**config.mk**
```make
export PLATFORM = sky130hd
export DESIGN_NAME = char_fifo_flat
export DESIGN_NICKNAME = d
export VERILOG_FILES = /design/src/rtl/char_fifo_if.sv /design/src/rtl/char_fifo.sv /design/src/flat_wrapper.sv
export SDC_FILE = /design/constraint.sdc
export NUM_CORES = 1
export LEC_CHECK = 0
export ABC_CLOCK_PERIOD_IN_PS = 7400
export BUFFER_PORTS_ARGS = -buffer_cell sky130_fd_sc_hd__buf_2
export CORE_MARGIN = 2
export CORE_UTILIZATION = 49
export DETAILED_ROUTE_END_ITERATION = 7
export PLACE_DENSITY = 0.68
export SYNTH_ARGS = -nofsm -noshare
export SYNTH_HDL_FRONTEND = slang
export SYNTH_SLANG_ARGS = --single-unit
```
**constraint.sdc**
```tcl
create_clock -name clk -period 7.4 [get_ports clk]
set_clock_uncertainty 0.15 [all_clocks]
set_input_delay 1.11 -clock clk [delete_from_list [all_inputs] [get_ports clk]]
set_output_delay 1.11 -clock clk [all_outputs]
set_load 0.005 [all_outputs]
```
**src/rtl/char_fifo_if.sv**
```systemverilog
// Handshake and status bundle between a character producer/consumer and char_fifo.
// master drives push/pop controls; slave (the FIFO) drives data and status.
interface char_fifo_if #(
    parameter int DATA_W = 8,
    parameter int ADDR_W = 3
);
    logic              wr_en;
    logic [DATA_W-1:0] wr_data;
    logic              rd_en;
    logic              auto_mode;
    logic              ovf_clr;
    logic [DATA_W-1:0] rd_data;
    logic              not_empty;
    logic              full;
    logic [ADDR_W:0]   count;
    logic              overflow;

    modport master (
        output wr_en, wr_data, rd_en, auto_mode, ovf_clr,
        input  rd_data, not_empty, full, count, overflow
    );

    modport slave (
        input  wr_en, wr_data, rd_en, auto_mode, ovf_clr,
        output rd_data, not_empty, full, count, overflow
    );
endinterface

```
**src/rtl/char_fifo.sv**
```systemverilog
// First-word-fall-through character FIFO with sticky overflow status.
// Define CHAR_FIFO_PACE_EN to build the paced auto-drain (auto_mode) logic.
module char_fifo #(
    parameter int DATA_W = 8,
    parameter int ADDR_W = 3,
    parameter int PACE   = 5
) (
    input  logic        clk,
    input  logic        rst,
    char_fifo_if.slave  bus
);
    localparam int DEPTH = 1 << ADDR_W;
    localparam logic [ADDR_W:0]   CNT_FULL = (ADDR_W + 1)'(DEPTH);
    localparam logic [ADDR_W:0]   CNT_ONE  = (ADDR_W + 1)'(1);
    localparam logic [ADDR_W-1:0] PTR_ONE  = ADDR_W'(1);

    logic [DATA_W-1:0] mem_q [DEPTH];
    logic [ADDR_W-1:0] wptr_q, wptr_d;
    logic [ADDR_W-1:0] rptr_q, rptr_d;
    logic [ADDR_W:0]   cnt_q, cnt_d;
    logic              ovf_q, ovf_d;
    logic              pop_req, pop, push, drop;
    logic              full, not_empty;

`ifdef CHAR_FIFO_PACE_EN
    logic [7:0] pace_q, pace_d;
    logic       pace_tick;

    always_comb begin
        pace_tick = (pace_q == 8'(PACE - 1));
        pace_d    = pace_tick ? 8'd0 : pace_q + 8'd1;
    end

    always_ff @(posedge clk) begin
        if (rst) pace_q <= 8'd0;
        else     pace_q <= pace_d;
    end

    assign pop_req = bus.auto_mode ? pace_tick : bus.rd_en;
`else
    // auto_mode and PACE have no effect without the pacing logic
    logic unused_pace;
    assign unused_pace = ^{bus.auto_mode, 8'(PACE)};
    assign pop_req     = bus.rd_en;
`endif

    always_comb begin
        full      = (cnt_q == CNT_FULL);
        not_empty = (cnt_q != '0);
        pop       = not_empty & pop_req;
        // a full FIFO still accepts a push when it pops in the same cycle
        push      = bus.wr_en & (~full | pop);
        drop      = bus.wr_en & full & ~pop;
        wptr_d    = push ? wptr_q + PTR_ONE : wptr_q;
        rptr_d    = pop ? rptr_q + PTR_ONE : rptr_q;
        cnt_d     = cnt_q;
        if (push & ~pop)      cnt_d = cnt_q + CNT_ONE;
        else if (pop & ~push) cnt_d = cnt_q - CNT_ONE;
        ovf_d     = drop | (ovf_q & ~bus.ovf_clr);
    end

    always_ff @(posedge clk) begin
        if (rst) begin
            wptr_q <= '0;
            rptr_q <= '0;
            cnt_q  <= '0;
            ovf_q  <= 1'b0;
        end else begin
            wptr_q <= wptr_d;
            rptr_q <= rptr_d;
            cnt_q  <= cnt_d;
            ovf_q  <= ovf_d;
        end
    end

    always_ff @(posedge clk) begin
        if (push & ~rst) mem_q[wptr_q] <= bus.wr_data;
    end

    assign bus.rd_data   = not_empty ? mem_q[rptr_q] : '0;
    assign bus.not_empty = not_empty;
    assign bus.full      = full;
    assign bus.count     = cnt_q;
    assign bus.overflow  = ovf_q;
endmodule

```
**src/flat_wrapper.sv**
```systemverilog
// flat-port wrapper written by rule: the top's interface ports become plain ports
module char_fifo_flat 
#(
    parameter int DATA_W = 8,
    parameter int ADDR_W = 3,
    parameter int PACE   = 5
)
  (clk, rst, bus_wr_en, bus_wr_data, bus_rd_en, bus_auto_mode, bus_ovf_clr, bus_rd_data, bus_not_empty, bus_full, bus_count, bus_overflow);
  char_fifo_if #(.DATA_W(DATA_W), .ADDR_W(ADDR_W)) bus_i ();
  input  logic clk;
  input  logic rst;
  input wire logic [$bits(bus_i.wr_en)-1:0] bus_wr_en;
  input wire logic [$bits(bus_i.wr_data)-1:0] bus_wr_data;
  input wire logic [$bits(bus_i.rd_en)-1:0] bus_rd_en;
  input wire logic [$bits(bus_i.auto_mode)-1:0] bus_auto_mode;
  input wire logic [$bits(bus_i.ovf_clr)-1:0] bus_ovf_clr;
  output wire logic [$bits(bus_i.rd_data)-1:0] bus_rd_data;
  output wire logic [$bits(bus_i.not_empty)-1:0] bus_not_empty;
  output wire logic [$bits(bus_i.full)-1:0] bus_full;
  output wire logic [$bits(bus_i.count)-1:0] bus_count;
  output wire logic [$bits(bus_i.overflow)-1:0] bus_overflow;
  assign bus_i.wr_en = bus_wr_en;
  assign bus_i.wr_data = bus_wr_data;
  assign bus_i.rd_en = bus_rd_en;
  assign bus_i.auto_mode = bus_auto_mode;
  assign bus_i.ovf_clr = bus_ovf_clr;
  assign bus_rd_data = bus_i.rd_data;
  assign bus_not_empty = bus_i.not_empty;
  assign bus_full = bus_i.full;
  assign bus_count = bus_i.count;
  assign bus_overflow = bus_i.overflow;
  char_fifo #(.DATA_W(DATA_W), .ADDR_W(ADDR_W), .PACE(PACE)) u_core (.clk(clk), .rst(rst), .bus(bus_i));
endmodule
```
==> summary.md <==
| Metric | Value |
|---|---|
| Status | complete, no violations |
| Number of buffers on the longest clock path | 2 |
| Clock network latency to the later pin of the worst-skew pair | 0.34 ns |
| Peak ir drop on the vdd network | 0.000203 V |
| DIE AREA | 7090 um^2 |
| I/O pin count | 29 |
| # rows | 29 |
| Cell variety after synth | 34 |
| X dimension of the die | 84.2 um |
| Final net count | 235 |
| Buffer cell driving the clock tree root | clkbuf_8 |
| Sequential-to-total area share from yosys stat | 0.698 |
| Largest driver fanout on the critical path | 16 |
| Number of diodes added for antenna fixing | 0 |
| Signed area change from the synthesized netlist to the final layout | 14.7% |
| Tightest Pin Transition | 1.25 ns |
| CTS Hold Bufs | 0 |
| Register-to-Register Path Depth | 10 |
| Largest net degree at the start of global routing | 18 |
| Number of antenna violations at the first check in global routing | 0 |
| Final number of max-transition violations | 0 |
| Overall global routing resource usage | 0.167 |
| Proportion of layout cells with a drive suffix above 1 | 0.323 |
| Clock Power Share | 0.307 |
| Per-instance average area after synthesis | 17.2 um^2 |
| Iteration-0 DRC count of the detailed router | 135 |
| Final setup violation count | 0 |
| Post-CTS Repair Setup Buffers | 0 |
| Final GP Congestion | 0.701 |
| Category of the critical setup timing path | reg -> out |
| Number of cells produced by synthesis | 183 |
| Height of the chip | 84.2 um |
| Type of destination of the critical path | output pin |
| Wire length per cell | 17.8 um |
| Worst slew margin relative to its limit | 0.159 |
| Element type at the critical path start | flip-flop |
| Routed wire length | 5.27 mm |
| Setup TNS | 0 ns |
| CTS resizes | 0 |
| Reg clk slew, reported paths | 0.07 ns |
| Required arrival time at the worst endpoint | 6.14 ns |
| Number of clock sinks | 78 |
| Global-route wire length before repair | 8.56 mm |
| Type of the most critical hold path | reg -> reg |
| Maximum Capacitance Violations | 0 |
| TritonCTS clock tree | yes |
| Number of global-route vias before repair | 1678 |
| CP endpoint | bus_rd_data[0] |
| Standby leakage power | 0.00124 uW |
| Portion of total power attributed to sequential cells | 0.469 |
| Sum of overflow across all layers after global routing | 0 |
| Number of endpoints with negative hold slack in the final report | 0 |
| Pint | 875 uW |
| Min Hold Slack | 0.346 ns |
| Setup slack, reg-to-reg | 4.25 ns |
| Reg2Reg Launch Point | u_core.bus.count[0] |
| Detail Placement HPWL | 3.17 mm |
| Post-synthesis net count | 203 |
| Via count of the routed design | 1574 |
| Initial core utilization | 0.502 |
| Maximum clock frequency | 275 MHz |
| Antenna Violating Nets Remaining | 0 |
| Crit path time final | 3.64 ns |
| Avg Vias per Cell | 5.30 |
| Number of remaining DRC errors | 0 |
| Area of the core | 6280 um^2 |
| Post-route clock period utilization | 0.492 |
| Net switching share of the total power | 0.265 |
| Input/output buffers | 27 |
| Reg2reg end | u_core.bus.count[3] |
| Clock H-tree levels | 3 |
| Register bit count reported by yosys | 78 |
| Post-synthesis instance area | 3150 um^2 |
| Number of buffers created by CTS | 9 |
| NetSw | 315 uW |
| Syn. warnings | 0 |
| Total power divided by cell area | 329 nW/um^2 |
| Share of power burned in combinational logic | 0.223 |
| Setup repair after global routing missed its margin | false |
| 1st-pass router iterations | 4 |
| Crit path DAT | 2.38 ns |
synthesized netlist by cell type, drive strengths merged:
cell type	n	area, um^2
mux4	16	360
nor3	3	15.0
a21oi	5	28.8
or4b	1	13.8
nor2	26	97.6
inv	4	17.5
mux2	1	11.3
xnor2	2	25.0
mux2i	9	90.1
a211oi	1	7.51
nor4	2	27.5
ha	5	62.6
fa	1	20.0
nor4b	1	8.76
nor2b	2	12.5
buf	5	25.0
nand2	7	28.8
dfxtp	14	280
clkbuf	3	11.3
o21ai	1	16.3
nand3b	1	7.51
nand3	3	15.0
a31oi	1	6.26
xor2	4	35.0
o211ai	1	7.51
edfxtp	64	1920
power by group through the flow:
stage / sequential (uW) / combinational [uW] / clock (uW)
finish: 559 / 265 / 366
global route: 568 / 293 / 391
CTS: 563 / 269 / 373
detailed placement: 573 / 268 / 0
global placement: 572 / 264 / 0
floorplan: 532 / 220 / 0
per-layer routing:
| layer | share of wire | wire length [um] | GRT usage |
|---|---|---|---|
| met1 | 0.46 | 2410 | 0.216 |
| met2 | 0.48 | 2550 | 0.268 |
| met4 | 0.024 | 126 | 0.0924 |
| met5 | 0 | 0 | 0 |
| met3 | 0.036 | 188 | 0.0295 |
cell usage in the layout, fill, tap and decap left out, types with 2 or more instances in the layout:
| cell | count |
|---|---|
| nor3_2 | 2 |
| nand2_1 | 6 |
| dfxtp_1 | 14 |
| buf_2 | 27 |
| inv_1 | 2 |
| xor2_1 | 4 |
| mux2i_1 | 9 |
| mux4_2 | 16 |
| a21oi_1 | 4 |
| bufinv_16 | 3 |
| buf_4 | 2 |
| nor2_1 | 26 |
| ha_1 | 5 |
| edfxtp_1 | 64 |
| clkbuf_8 | 9 |
| clkbuf_1 | 3 |
| nand3_1 | 3 |
| nor2b_1 | 2 |
stage by stage:
stage | setup slack [ns] | std cells | cell area [um^2] | total power [uW] | utilization
6_report | 3.76 | 297 | 3620 | 1190 | 0.576
5_1_grt | 3.55 | 297 | 3620 | 1250 | 0.576
4_1_cts | 3.64 | 297 | 3620 | 1200 | 0.576
3_5_place_dp | 4.00 | 281 | 3390 | 840 | 0.539
3_3_place_gp | 4.03 | 281 | 3390 | 836 | 0.539
2_1_floorplan | 4.43 | 183 | 3150 | 753 | -
sequential cells by signal, summed over array words and instances (netlist names), named ones only:
signal / count
u_core.wptr_q: 3
u_core.bus.count: 4
u_core.rptr_q: 3
u_core.bus.overflow: 1
u_core.mem_q: 64
logic make-up after synthesis:
logic type                 synth area share
and+or+nand+nor                      0.0718
DFF                                   0.698
AOI/OAI and AO/OA                    0.0210
xor gates and xnor gates             0.0190
muxes                                 0.146
adders and majority gates            0.0262
buffers and inverters                0.0171
area by class of cell:
type | count | area (um^2)
Clock inverter | 4 | 95.1
Inverter | 4 | 17.5
Tap cell | 77 | 96.3
Timing Repair Buffer | 29 | 150
Fill cell | 483 | 2660
Sequential cell | 78 | 2200
Clock buffer | 12 | 135
Multi-Input combinational cell | 93 | 920
worst max-delay path: stages (launching register included):
cell and delay, ns:
dfxtp_1 1.02, mux4_2 0.61, mux2i_1 0.17, nor2_1 0.07, buf_2 0.16
worst min path at each step:
stage                                start          endpoint  slack, ns  depth (start not counted)
after global routing      u_core.rptr_q[1]  u_core.rptr_q[1]       0.39                          2
after global placement    u_core.rptr_q[1]  u_core.rptr_q[1]       0.34                          2
after CTS                 u_core.rptr_q[1]  u_core.rptr_q[1]       0.35                          2
after floorplan           u_core.rptr_q[1]         flip-flop       0.30                          2
final                     u_core.rptr_q[1]  u_core.rptr_q[1]       0.35                          2
after detailed placement  u_core.rptr_q[1]  u_core.rptr_q[1]       0.34                          2
(Power assumes the default switching activity.)
